--- src/rtl/wb_2to1_arbiter.sv ---
// Two-master to one-slave pipelined Wishbone arbiter.
// m0 (LSU) and m1 (instruction fetch) share one slave port. A grant lasts for
// the owner's whole cyc. Accepted-but-unacked requests are counted so ownership
// only moves once the slave has answered everything it accepted.
module wb_2to1_arbiter #(
    parameter int ADDR_WIDTH      = 32,
    parameter int DATA_WIDTH      = 32,
    parameter int MAX_OUTSTANDING = 4,   // 1..15
    parameter int PRIORITY        = 0    // 0 round-robin, 1 fixed (m0 wins)
) (
    input  logic                    port0_wb_clk_i,
    input  logic                    port0_wb_rst_i,

    input  logic                    m0_wb_cyc_i,
    input  logic                    m0_wb_stb_i,
    input  logic                    m0_wb_we_i,
    input  logic [ADDR_WIDTH-1:0]   m0_wb_adr_i,
    input  logic [DATA_WIDTH-1:0]   m0_wb_dat_i,
    input  logic [DATA_WIDTH/8-1:0] m0_wb_sel_i,
    output logic                    m0_wb_stall_o,
    output logic                    m0_wb_ack_o,
    output logic                    m0_wb_err_o,
    output logic [DATA_WIDTH-1:0]   m0_wb_dat_o,

    input  logic                    m1_wb_cyc_i,
    input  logic                    m1_wb_stb_i,
    input  logic                    m1_wb_we_i,
    input  logic [ADDR_WIDTH-1:0]   m1_wb_adr_i,
    input  logic [DATA_WIDTH-1:0]   m1_wb_dat_i,
    input  logic [DATA_WIDTH/8-1:0] m1_wb_sel_i,
    output logic                    m1_wb_stall_o,
    output logic                    m1_wb_ack_o,
    output logic                    m1_wb_err_o,
    output logic [DATA_WIDTH-1:0]   m1_wb_dat_o,

    output logic                    s_wb_cyc_o,
    output logic                    s_wb_stb_o,
    output logic                    s_wb_we_o,
    output logic [ADDR_WIDTH-1:0]   s_wb_adr_o,
    output logic [DATA_WIDTH-1:0]   s_wb_dat_o,
    output logic [DATA_WIDTH/8-1:0] s_wb_sel_o,
    input  logic                    s_wb_stall_i,
    input  logic                    s_wb_ack_i,
    input  logic                    s_wb_err_i,
    input  logic [DATA_WIDTH-1:0]   s_wb_dat_i
);

    localparam int NUM_M = 2;
    localparam int SW    = DATA_WIDTH / 8;

    typedef struct packed {
        logic                  cyc;
        logic                  stb;
        logic                  we;
        logic [ADDR_WIDTH-1:0] adr;
        logic [DATA_WIDTH-1:0] dat;
        logic [SW-1:0]         sel;
    } wb_req_t;

    typedef enum logic [1:0] {IDLE, OWN0, OWN1, DRAIN} state_t;

    state_t                 state, state_next;
    logic [3:0]             cnt, cnt_next;
    logic                   last;          // master granted most recently
    logic                   full, cnt_nz;
    logic                   accept, resp;
    logic                   own_idx;
    logic [NUM_M-1:0]       own_vec;
    logic [NUM_M-1:0]       mcyc;
    wb_req_t [NUM_M-1:0]    req;
    wb_req_t                sel_req;
    logic [NUM_M-1:0]       m_stall, m_ack, m_err;

    assign req[0] = {m0_wb_cyc_i, m0_wb_stb_i, m0_wb_we_i, m0_wb_adr_i, m0_wb_dat_i, m0_wb_sel_i};
    assign req[1] = {m1_wb_cyc_i, m1_wb_stb_i, m1_wb_we_i, m1_wb_adr_i, m1_wb_dat_i, m1_wb_sel_i};
    assign mcyc   = {req[1].cyc, req[0].cyc};

    // Winner when arbitrating from IDLE/DRAIN: a lone requester wins outright;
    // a tie goes to m0 in fixed mode, otherwise to whoever was not served last.
    function automatic logic pick(input logic [1:0] c, input logic lst);
        if (c == 2'b11)
            return (PRIORITY != 0) ? 1'b0 : ~lst;
        return c[1] & ~c[0];
    endfunction

    assign full   = (cnt == 4'(MAX_OUTSTANDING));
    assign cnt_nz = (cnt != 4'd0);

    // A response with nothing outstanding (e.g. a straggler after reset) is
    // not counted and never forwarded.
    assign accept = s_wb_stb_o & ~s_wb_stall_i;
    assign resp   = (s_wb_ack_i | s_wb_err_i) & cnt_nz;

    // Outstanding-count next value; accept and response together cancel.
    always_comb begin
        cnt_next = cnt;
        if (accept && !resp)
            cnt_next = cnt + 4'd1;
        else if (!accept && resp)
            cnt_next = cnt - 4'd1;
    end

    // State register.
    always_ff @(posedge port0_wb_clk_i) begin
        if (port0_wb_rst_i)
            state <= IDLE;
        else
            state <= state_next;
    end

    // Outstanding counter.
    always_ff @(posedge port0_wb_clk_i) begin
        if (port0_wb_rst_i)
            cnt <= 4'd0;
        else
            cnt <= cnt_next;
    end

    // Remember who was granted last; reset value 1 lets m0 win the first tie.
    always_ff @(posedge port0_wb_clk_i) begin
        if (port0_wb_rst_i)
            last <= 1'b1;
        else if (state_next == OWN0 && state != OWN0)
            last <= 1'b0;
        else if (state_next == OWN1 && state != OWN1)
            last <= 1'b1;
    end

    // Next-state: hand over directly when the other master waits, drain the
    // slave if the owner aborts with responses still pending.
    always_comb begin
        state_next = state;
        case (state)
            IDLE: begin
                if (|mcyc)
                    state_next = pick(mcyc, last) ? OWN1 : OWN0;
            end
            OWN0, OWN1: begin
                if (!sel_req.cyc) begin
                    if (cnt_next != 4'd0)
                        state_next = DRAIN;
                    else if (mcyc[~own_idx])
                        state_next = own_idx ? OWN0 : OWN1;
                    else
                        state_next = IDLE;
                end
            end
            DRAIN: begin
                if (cnt_next == 4'd0)
                    state_next = (|mcyc) ? (pick(mcyc, last) ? OWN1 : OWN0) : IDLE;
            end
            default: state_next = IDLE;
        endcase
    end

    // State-decoded outputs: who owns the bus and the slave cyc/stb.
    always_comb begin
        own_idx    = 1'b0;
        own_vec    = '0;
        s_wb_cyc_o = 1'b0;
        s_wb_stb_o = 1'b0;
        case (state)
            OWN0: begin
                own_vec[0] = 1'b1;
                s_wb_cyc_o = req[0].cyc;
                s_wb_stb_o = req[0].stb & ~full;
            end
            OWN1: begin
                own_idx    = 1'b1;
                own_vec[1] = 1'b1;
                s_wb_cyc_o = req[1].cyc;
                s_wb_stb_o = req[1].stb & ~full;
            end
            DRAIN: begin
                s_wb_cyc_o = 1'b1;
            end
            default: ;
        endcase
    end

    // Request payload follows the owner (m0 when nobody owns; stb is low then).
    assign sel_req    = req[own_idx];
    assign s_wb_we_o  = sel_req.we;
    assign s_wb_adr_o = sel_req.adr;
    assign s_wb_dat_o = sel_req.dat;
    assign s_wb_sel_o = sel_req.sel;

    // Per-master response gating: only the owner sees the slave handshake.
    for (genvar g = 0; g < NUM_M; g++) begin : g_rsp
        assign m_stall[g] = ~own_vec[g] | s_wb_stall_i | full;
        assign m_ack[g]   = own_vec[g] & cnt_nz & s_wb_ack_i;
        assign m_err[g]   = own_vec[g] & cnt_nz & s_wb_err_i;
    end

    assign m0_wb_stall_o = m_stall[0];
    assign m0_wb_ack_o   = m_ack[0];
    assign m0_wb_err_o   = m_err[0];
    assign m0_wb_dat_o   = s_wb_dat_i;
    assign m1_wb_stall_o = m_stall[1];
    assign m1_wb_ack_o   = m_ack[1];
    assign m1_wb_err_o   = m_err[1];
    assign m1_wb_dat_o   = s_wb_dat_i;

endmodule

--- config.mk ---
export PLATFORM = sky130hd
export DESIGN_NAME = wb_2to1_arbiter
export DESIGN_NICKNAME = d
export VERILOG_FILES = /design/src/rtl/wb_2to1_arbiter.sv
export SDC_FILE = /design/constraint.sdc
export NUM_CORES = 1
export LEC_CHECK = 0
export BUFFER_PORTS_ARGS = -buffer_cell sky130_fd_sc_hd__buf_2
export CORE_AREA = 2 2 125 127
export CTS_BUF_LIST = sky130_fd_sc_hd__clkbuf_8 sky130_fd_sc_hd__clkbuf_16
export DETAILED_ROUTE_END_ITERATION = 8
export DIE_AREA = 0 0 127 129
export SYNTH_ARGS = -nofsm -noshare
export SYNTH_HDL_FRONTEND = slang
export SYNTH_SLANG_ARGS = --single-unit
--- constraint.sdc ---
create_clock -name port0_wb_clk_i -period 7.61 [get_ports port0_wb_clk_i]
set_clock_uncertainty 0.2 [all_clocks]
set_input_delay 0.3805 -clock port0_wb_clk_i [delete_from_list [all_inputs] [get_ports port0_wb_clk_i]]
set_output_delay 0.3805 -clock port0_wb_clk_i [all_outputs]
set_load 0.005 [all_outputs]
==> results.py <==
metrics = {
    "power_and_ir_drop": {
        "p_total_mw": 0.806,
        "vdd_drop_max_mv": 0.0936,
        "p_per_area_nw_per_um2": 267,
        "p_leak_nw": 1.53,
    },
    "setup_path": {
        "crit_type": "reg -> reg",
        "rrSetupSlack_ns": 4.68,
        "cp_data_arrival_time_ns": 2.88,
        "required_ns": 7.56,
        "critical_path_peak_fanout": 6,
        "endpoint_kind": "flop",
        "critPathLaunchType": "flop",
    },
    "route": {
        "wl_per_cell_um": 14.6,
        "final_antenna_net_count": 0,
        "vias_per_cell": 3.99,
        "dr.pass1.iters": 4,
        "routed_wl_um": 8510,
        "vias": 2328,
        "drcViolationCount": 0,
        "first_iter_violations": 95,
    },
    "sta": {
        "min_period_ns": 2.93,
        "rsz0062_at_grt": "false",
        "final_max_slew_viol_count": 0,
        "setup_viol": 0,
        "setup_tns_ns": 0,
        "fin_crit_sh": 0.385,
        "hold_viol": 0,
        "worstMarginPinSlew_ns": 0.958,
        "maxSlewHeadroom": 0.361,
        "max_freq_ghz": 0.341,
    },
    "clock_network": {
        "cts.clk_slew.worst_paths_ns": 0.04,
        "cts_buffers": 3,
        "post_cts_buffers": 0,
        "cts_tree": "built",
        "clock-sinks": 7,
        "clock_latency_ns": 0.23,
        "clock_path_buffers": 2,
        "cts_resized": 0,
        "htree_levels": 1,
        "cts-hold-fix-buffers": 0,
        "root_buffer": "clkbuf_16",
    },
    "run_status": {
        "status": "completed",
    },
    "die": {
        "die_h_um": 129,
        "initial_utilization": 0.142,
        "dieArea_um2": 16400,
        "row_count": 45,
        "ios": 320,
        "die_w_um": 127,
        "coreArea_um2": 15000,
    },
    "placement": {
        "place_area_um2": 2940,
        "numPortBuffers": 223,
        "place_congestion": 0.774,
        "place_hpwl_um": 7480,
    },
    "cells_and_area": {
        "nFillCells": 1697,
        "post_route_cells_drive_above_1_share": 0.765,
        "fin_nets": 582,
        "seqCellArea_um2": 140,
        "diodes": 0,
        "syn_to_final_growth_pct": 41.7,
        "finalCoreUtilization": 0.202,
        "mostFrequentLayoutCells": "buf_2 (223), mux2_2 (70), nor2_1 (10), nand2_1 (10), inv_1 (8)",
        "multi_input_area_um2": 1420,
        "final_cell_area_um2": 3020,
        "mostFrequentLayoutCell": "buf_2",
    },
    "synth": {
        "syn-cell-area_um2": 2130,
        "synth_cell_types": 47,
        "seq_area_frac_synth": 0.0658,
        "synth-seq-cells": 7,
        "syn_nets": 432,
        "synth_warnings": 0,
        "syn_inst": 247,
        "synth_area_per_cell_um2": 8.63,
    },
    "global_route": {
        "grt_pass1_vias": 2178,
        "grt_max_degree": 80,
        "grt_util_all_layers": 0.0945,
        "grt_pass1_wl_um": 12000,
        "antenna_found_initial": 0,
        "grt-ovfl-total": 0,
    },
    "job": {
        "max_cap_viol_count": 0,
    },
    "worst_hold_path": {
        "holdCritPathClass": "in -> reg",
    },
}
-- registers in the layout, indices dropped and copies added (netlist names) --
register	cells
cnt	4
state	2
last	1
-- path summary, 6_finish.rpt --
kind / startpoint / to / depth (start not counted)
worst max-delay path: cnt[0]$_SDFF_PP0_ / state[1]$_SDFF_PP0_ / 9
worst min-delay path: port0_wb_rst_i / state[1]$_SDFF_PP0_ / 2
worst max register to register: cnt[0]$_SDFF_PP0_ / state[1]$_SDFF_PP0_ / 9
worst min register to register: cnt[1]$_SDFF_PP0_ / cnt[1]$_SDFF_PP0_ / 2
-- through the flow --
stage,hold WS [ns],cells,setup WS [ns]
2_1_floorplan,0.307,247,4.85
3_3_place_gp,0.335,580,4.76
3_5_place_dp,0.342,580,4.68
4_1_cts,0.237,584,4.67
5_1_grt,0.258,584,4.45
6_report,0.238,584,4.68
-- layout make-up --
cell class,instances,area share
Timing Repair Buffer,224,0.372
Sequential cell,7,0.0464
Multi-Input combinational cell,154,0.469
Tap cell,188,0.0779
Inverter,7,0.00870
Clock buffer,3,0.0249
Clock inverter,1,0.00124
-- where the power goes --
group,internal [mW],switching [mW]
combinational,0.330,0.314
sequential,0.0524,0.0209
clock,0.0683,0.0195
total,0.451,0.355
-- synthesized netlist by cell type (all sizes together) --
master   number  share of area
o22ai         1         0.0029
and3          4          0.012
mux2i         5          0.023
ha            6          0.035
a221oi        1         0.0041
o21ai         5          0.012
o32ai         1         0.0041
o31ai         1         0.0035
nor2         10          0.018
inv           7          0.012
o21a          1         0.0035
a21o          2         0.0070
a211o         1         0.0041
nor3          1         0.0023
buf          70           0.25
clkbuf        9          0.016
xor2          1         0.0076
o41ai         1         0.0076
a32oi         1         0.0041
nand2b        3         0.0088
a21boi        1         0.0035
and2          1         0.0029
nand3         3         0.0070
a41o          1         0.0047
or2           1         0.0029
nor2b         1         0.0029
a31oi         2         0.0059
xnor2         2         0.0082
mux2         72           0.38
a22oi         1         0.0035
a311oi        3          0.012
dfxtp         7          0.066
nand4         2         0.0059
nand2        10          0.018
nor3b         1         0.0035
nand3b        1         0.0035
and3b         1         0.0041
nand4bb       1         0.0053
a211oi        2         0.0094
a31o          1         0.0041
or4           1         0.0035
or3b          1         0.0041
-- per-layer routing --
metal / vias up / track usage / wire [um]
met1: 1060 / 0.128 / 3590
met4: 0 / 0.0304 / 86
met5: - / 0 / 0
met3: 4 / 0.0249 / 771
met2: 159 / 0.146 / 4060
li1: 1105 / - / -
-- cell families after synthesis --
group                      synth area share
and+or+nand+nor                       0.104
AOI/OAI and AO/OA                    0.0963
xor gates and xnor gates             0.0159
adders and majority gates            0.0352
muxes                                 0.408
buffers and inverters                 0.275
DFF                                  0.0658
-- critical path: stages, from the launching register on --
cell,delay [ns]
dfxtp_1,0.39
inv_1,0.10
ha_1,0.24
and3b_1,0.21
nand4bb_1,0.40
mux2_2,0.40
xor2_2,0.22
nand3_1,0.13
mux2_4,0.34
a211oi_2,0.21
No activity file was read; power rests on OpenSTA's default activity.
